$ cat config.mk
export PLATFORM = sky130hd
export DESIGN_NAME = audio_serial_tx
export DESIGN_NICKNAME = d
export VERILOG_FILES = /design/src/rtl/audio_tx_pkg.sv /design/src/rtl/audio_clk_gen.sv /design/src/rtl/audio_serial_tx.sv
export SDC_FILE = /design/constraint.sdc
export NUM_CORES = 1
export LEC_CHECK = 0
export ABC_AREA = 1
export CORE_MARGIN = 2
export CORE_UTILIZATION = 45
export CTS_CLUSTER_SIZE = 24
export DETAILED_ROUTE_END_ITERATION = 8
export GPL_TIMING_DRIVEN = 0
export PLACE_DENSITY = 0.68
export RECOVER_POWER = 100
export SLEW_MARGIN = 5
export SYNTH_ARGS = -nofsm -noshare
export SYNTH_HDL_FRONTEND = slang
export SYNTH_HIERARCHICAL = 1
export SYNTH_SLANG_ARGS = --single-unit
$ cat constraint.sdc
create_clock -name clk -period 1.6 [get_ports clk]
set_input_delay 0.4 -clock clk [delete_from_list [all_inputs] [get_ports clk]]
set_output_delay 0.4 -clock clk [all_outputs]
set_load 0.01 [all_outputs]
$ cat src/rtl/audio_tx_pkg.sv
// Shared types for the stereo DAC serializer: sample format, channel FSM
// states and a counter-width helper.
package audio_tx_pkg;

  typedef enum logic {FMT_I2S = 1'b0, FMT_LJ = 1'b1} fmt_t;

  typedef enum logic [1:0] {IDLE = 2'd0, LEFT = 2'd1, RIGHT = 2'd2} state_t;

  // Width of a counter that must count 0..n-1; never narrower than one bit.
  function automatic int cnt_w(input int n);
    return (n <= 2) ? 1 : $clog2(n);
  endfunction

endpackage

$ cat src/rtl/audio_clk_gen.sv
// BCLK divider with next-edge strobes, plus an MCLK divider that exists only
// when AUDIO_TX_MCLK_EN is defined (mclk is tied low otherwise).
module audio_clk_gen
  import audio_tx_pkg::*;
#(
  parameter int BCLK_HALF = 4,
  parameter int MCLK_HALF = 10
) (
  input  logic clk,
  input  logic reset,
  input  logic en,
  output logic bclk,
  output logic bclk_fall,
  output logic bclk_rise,
  output logic mclk
);

  localparam int HW = cnt_w(BCLK_HALF);
  localparam logic [HW-1:0] HALF_LAST = HW'(BCLK_HALF - 1);

  logic [HW-1:0] half_cnt;
  logic          phase;
  logic          half_end;

  // Strobes fire in the cycle before the edge they announce, so logic keyed
  // to bclk_fall updates on the same clk edge that drives bclk low.
  assign half_end  = (half_cnt == HALF_LAST);
  assign bclk_fall = half_end && phase;
  assign bclk_rise = half_end && !phase;

  // The phase runs freely so a fall strobe is available while idle; bclk
  // itself only follows the phase while enabled.
  always_ff @(posedge clk or negedge reset) begin
    if (!reset) begin
      half_cnt <= '0;
      phase    <= 1'b0;
      bclk     <= 1'b0;
    end else if (half_end) begin
      half_cnt <= '0;
      phase    <= !phase;
      bclk     <= en && !phase;
    end else begin
      half_cnt <= half_cnt + 1'b1;
      bclk     <= bclk && en;
    end
  end

`ifdef AUDIO_TX_MCLK_EN
  localparam int MW = cnt_w(MCLK_HALF);
  localparam logic [MW-1:0] MCLK_LAST = MW'(MCLK_HALF - 1);

  logic [MW-1:0] mclk_cnt;

  always_ff @(posedge clk or negedge reset) begin
    if (!reset) begin
      mclk_cnt <= '0;
      mclk     <= 1'b0;
    end else if (mclk_cnt == MCLK_LAST) begin
      mclk_cnt <= '0;
      mclk     <= !mclk;
    end else begin
      mclk_cnt <= mclk_cnt + 1'b1;
    end
  end
`else
  localparam int unused_mclk_half = MCLK_HALF;
  assign mclk = 1'b0;
`endif

endmodule

$ cat src/rtl/audio_serial_tx.sv
// Stereo I2S / left-justified DAC serializer with a one-pair holding register.
// Define AUDIO_TX_MCLK_EN to generate mclk on-chip.
module audio_serial_tx
  import audio_tx_pkg::*;
#(
  parameter int SAMPLE_W  = 16,
  parameter int SLOT_W    = 32,
  parameter int BCLK_HALF = 4,
  parameter int MCLK_HALF = 10
) (
  input  logic                clk,
  input  logic                reset,
  input  logic                en,
  input  logic                mode,
  input  logic                s_valid,
  output logic                s_ready,
  input  logic [SAMPLE_W-1:0] s_left,
  input  logic [SAMPLE_W-1:0] s_right,
  output logic                dac_lr_ck,
  output logic                dac_dat,
  output logic                bclk,
  output logic                mclk,
  output logic                underrun
);

  localparam int CW = $clog2(SLOT_W);
  localparam int SW = SAMPLE_W + 1;
  localparam logic [CW-1:0] BIT_LAST = CW'(SLOT_W - 1);

  state_t              state;
  fmt_t                fmt;
  logic [CW-1:0]       bit_cnt;
  logic [SW-1:0]       shift;
  logic [SAMPLE_W-1:0] right_buf;
  logic [SAMPLE_W-1:0] hold_l;
  logic [SAMPLE_W-1:0] hold_r;
  logic                hold_full;
  logic                hold_full_next;
  logic                accept;
  logic                start_frame;
  logic                run;
  logic                bclk_fall;
  logic                unused_bclk_rise;

  // The extra shifter bit places the MSB one BCLK late in I2S, or leaves a
  // trailing zero in left-justified mode.
  function automatic logic [SW-1:0] frame_slot(input fmt_t f, input logic [SAMPLE_W-1:0] s);
    return (f == FMT_LJ) ? {s, 1'b0} : {1'b0, s};
  endfunction

  assign run         = (state != IDLE);
  assign accept      = s_valid && s_ready;
  assign start_frame = bclk_fall && en &&
                       ((state == IDLE) || ((state == RIGHT) && (bit_cnt == BIT_LAST)));
  assign hold_full_next = accept || (hold_full && !start_frame);

  audio_clk_gen #(
    .BCLK_HALF(BCLK_HALF),
    .MCLK_HALF(MCLK_HALF)
  ) u_clk_gen (
    .clk      (clk),
    .reset    (reset),
    .en       (run),
    .bclk     (bclk),
    .bclk_fall(bclk_fall),
    .bclk_rise(unused_bclk_rise),
    .mclk     (mclk)
  );

  // A load and a handshake in the same cycle: the load reads the old pair
  // while the handshake writes the new one.
  always_ff @(posedge clk or negedge reset) begin
    if (!reset) begin
      hold_full <= 1'b0;
      s_ready   <= 1'b0;
      hold_l    <= '0;
      hold_r    <= '0;
    end else begin
      if (accept) begin
        hold_l <= s_left;
        hold_r <= s_right;
      end
      hold_full <= hold_full_next;
      s_ready   <= !hold_full_next;
    end
  end

  // Each fall strobe emits the bit selected on the previous one, so serial
  // data trails the channel state by one BCLK.
  always_ff @(posedge clk or negedge reset) begin
    if (!reset) begin
      state     <= IDLE;
      fmt       <= FMT_I2S;
      bit_cnt   <= '0;
      shift     <= '0;
      right_buf <= '0;
      dac_dat   <= 1'b0;
      dac_lr_ck <= 1'b0;
      underrun  <= 1'b0;
    end else begin
      underrun <= 1'b0;
      case (state)
        IDLE: begin
          dac_dat   <= 1'b0;
          dac_lr_ck <= !mode;
          if (start_frame) begin
            state   <= LEFT;
            bit_cnt <= '0;
          end
        end
        LEFT, RIGHT: begin
          if (bclk_fall) begin
            dac_dat   <= shift[SW-1];
            dac_lr_ck <= ((state == LEFT) == (fmt == FMT_LJ));
            shift     <= {shift[SW-2:0], 1'b0};
            bit_cnt   <= bit_cnt + 1'b1;
            if (bit_cnt == BIT_LAST) begin
              bit_cnt <= '0;
              if (state == LEFT) begin
                state <= RIGHT;
                shift <= frame_slot(fmt, right_buf);
              end else begin
                state <= en ? LEFT : IDLE;
              end
            end
          end
        end
        default: state <= IDLE;
      endcase

      if (start_frame) begin
        fmt       <= fmt_t'(mode);
        shift     <= hold_full ? frame_slot(fmt_t'(mode), hold_l) : '0;
        right_buf <= hold_full ? hold_r : '0;
        underrun  <= !hold_full;
      end
    end
  end

endmodule

==> impl_metrics.csv <==
group,metric,value,unit
timing,rsz0062_at_grt,"true",
placement,portBuffers,40,
worst_setup_path,reg2reg_depth,12,
timing,finalCritPeriodShare,107,%
timing,final-hold-violation-count,0,
worst_setup_path,critPathBufInv,2,
placement,dp.cells,662,
clock_network,htreeDepth,3,
clock_network,cts_tree,"yes",
die,initial_utilization,46.8,%
timing,max_freq,586,MHz
route,vias,3527,
worst_setup_path,path_max_fanout,7,
worst_setup_path,slowest_delay,370,ps
clock_network,cts-root-buf,"clkbuf_8",
job,maxCapViolations,0,
timing,skew,5.99,ps
grt,grt_pass1_wl,15.0,mm
worst_setup_path,cp_common_cell,"nand2_2",
synthesis,ys_warn_count,6,
die,die_w,99.5,um
grt,use_met1,25.3,%
route,viasPerCell,5.08,
cells_and_area,stdcell_count,694,
route,post_drt_wl_per_cell,13.6,um
grt,busiest_layer,"met2",
die,num_rows,34,
clock_network,clock_latency,360,ps
placement,place_congestion,0.908,
worst_setup_path,cp.arrival,1960,ps
worst_setup_path,cp-end-kind,"flip-flop",
worst_hold_path,hold_class,"in2async",
clock_network,cts_sinks,82,
timing,slew_viol_final,0,
synthesis,synth_nets,557,
pwr,p_per_area,1580,nW/um^2
cells_and_area,diodes,0,
worst_setup_path,required,1850,ps
timing,tightest_slew,929,ps
grt,use_met3,4.15,%
route,first_pass_iters,4,
grt,overflow,0,
grt,antenna_found_initial,0,
grt,grt_pass1_vias,3272,
die,io_pins,43,
worst_setup_path,cp_top_family,"simple AND/OR/NAND/NOR gates",
worst_setup_path,critPathKind,"reg2reg",
timing,finalWorstSetupSlack,-106,ps
worst_setup_path,rr_startpoint,"bit_cnt[1]",
clock_network,cts_buffer_depth,2,
worst_setup_path,rr_endpoint,"shift[15]",
die,coreArea,8760,sq um
cells_and_area,register_area,2050,sq um
synthesis,syn_area,4100,sq um
status,violations,"negative setup slack",
synthesis,syn_area_per_cell,7.99,sq um
route,drt_iter0_drc,192,
timing,period_minus_slack,1710,ps
worst_setup_path,crit_chain,"ha_2 -> nand2_4 -> nor2_4 -> ha_4 -> nand2_2 -> nand2_2 -> nand2_4 -> inv_8 -> buf_6 -> nand2_1 -> nand3_1 -> nand2_2",
grt,grt.met2_usage,30.1,%
clock_network,numCtsBuffers,9,
route,drc,0,
placement,pre_cts_ws,-296,ps
cells_and_area,drive_gt1_share,19.8,%
worst_setup_path,startpoint_type,"flip-flop",
cells_and_area,area.growth.synth_to_final,25.9,%
placement,hpwl,6.51,mm
pwr,power.total,0.00815,W
cells_and_area,fillCellCount,784,
cells_and_area,fin_nets,625,
clock_network,path_clk_slew,80,ps
pwr,vdd_ir_drop_max,655,uV
route,ant_nets,0,
timing,setup_viol,35,
pwr,leakage,2.60,nW
route,drt-total-wl,9.41,mm
worst_setup_path,cp_slowest_cell,"dfrtp_1",
grt,grt_usage,19.3,%
status,status,"finished with violations",
worst_setup_path,r2r_setup_slack,-110,ps
cells_and_area,multi_input_area,1810,sq um
timing,relSlewSlack,38.1,%
synthesis,postSynthCellCount,513,
die,die_area,9890,sq um
die,die_h,99.5,um
clock_network,holdBufCountCts,0,
grt,grt_max_degree,47,
## worst reg2reg max path, cell delays in order (launching register included)
cell and delay [ps]:
dfrtp_1 370, ha_2 210, nand2_4 60, nor2_4 100, ha_4 170, nand2_2 60
nand2_2 70, nand2_4 100, inv_8 110, buf_6 120, nand2_1 60, nand3_1 100
nand2_2 60
## worst max-delay path by stage
stage | startpoint | end | slack [ps] | depth (start not counted)
after floorplan | bit_cnt[0] | s_ready | 1 | 11
after global placement | reset | hold_l[4] | -2710 | 1
after detailed placement | bit_cnt[0] | shift[12] | -300 | 12
after CTS | bit_cnt[1] | shift[8] | -140 | 12
after global routing | bit_cnt[1] | shift[12] | -210 | 12
final | bit_cnt[1] | shift[15] | -110 | 12
## cells in the final DEF (no fill, tap or decap), drive strengths merged
master and instances:
bufinv 1, mux2 16, xnor2 1, nand3 81, buf 37, dlygate4sd2 5
clkbuf 20, dfrtp 82, nand2 162, ha 7, clkinv 4, nor3 1
inv 58, conb 1, nand4 2, nor2 27, a31oi 1, dlygate4sd3 1
o21ai 26, a21oi 20, clkdlybuf4s50 33
## metal layers
layer	part of all wire, %	routed length [um]
met4	2.8	261
met5	0	0
met1	46	4360
met2	47	4420
met3	3.9	369
## sequential cells by signal (all words and copies together) (netlist names)
signal,cells
fmt,1
hold_r,16
bit_cnt,5
right_buf,16
u_clk_gen/phase,1
u_clk_gen/half_cnt,2
hold_full,1
s_ready,1
shift,17
u_clk_gen/bclk,1
state,2
hold_l,16
underrun,1
dac_dat,1
dac_lr_ck,1
## power by group
group / internal (W) / switching [W] / total, W
Sequential: 0.00296 / 0.000424 / 0.00338
Clock: 0.000759 / 0.000749 / 0.00151
Combinational: 0.00135 / 0.00191 / 0.00326
Total: 0.00507 / 0.00308 / 0.00815
## area by class of cell
class | instances | area share (%)
multi-input cells | 345 | 35.0
clock buffers | 11 | 2.74
inverters | 58 | 4.46
plain buffers | 28 | 4.00
clock inverters | 5 | 1.04
well taps | 108 | 2.62
repair buffers | 57 | 10.4
flip-flops and latches | 82 | 39.8
## metrics by stage
stage	hold slack [ps]	cell area (sq um)	util (%)	setup TNS (ps)
4_1_cts	11.4	5010	57.2	-3980
3_5_place_dp	405	4650	53.1	-9930
2_1_floorplan	104	4100	-	0
6_report	165	5160	58.9	-1940
3_3_place_gp	414	4640	52.9	-229260
5_1_grt	234	5160	58.9	-9050
## timing repair
item                                    in CTS  in global routing
gates resized for setup                     40                 49
endpoints found under the setup margin      45                 45
gates cloned                                 3                  0
pin swaps                                   15                 14
buffers inserted                             6                  7
No activity file was read; power rests on OpenSTA's default activity.
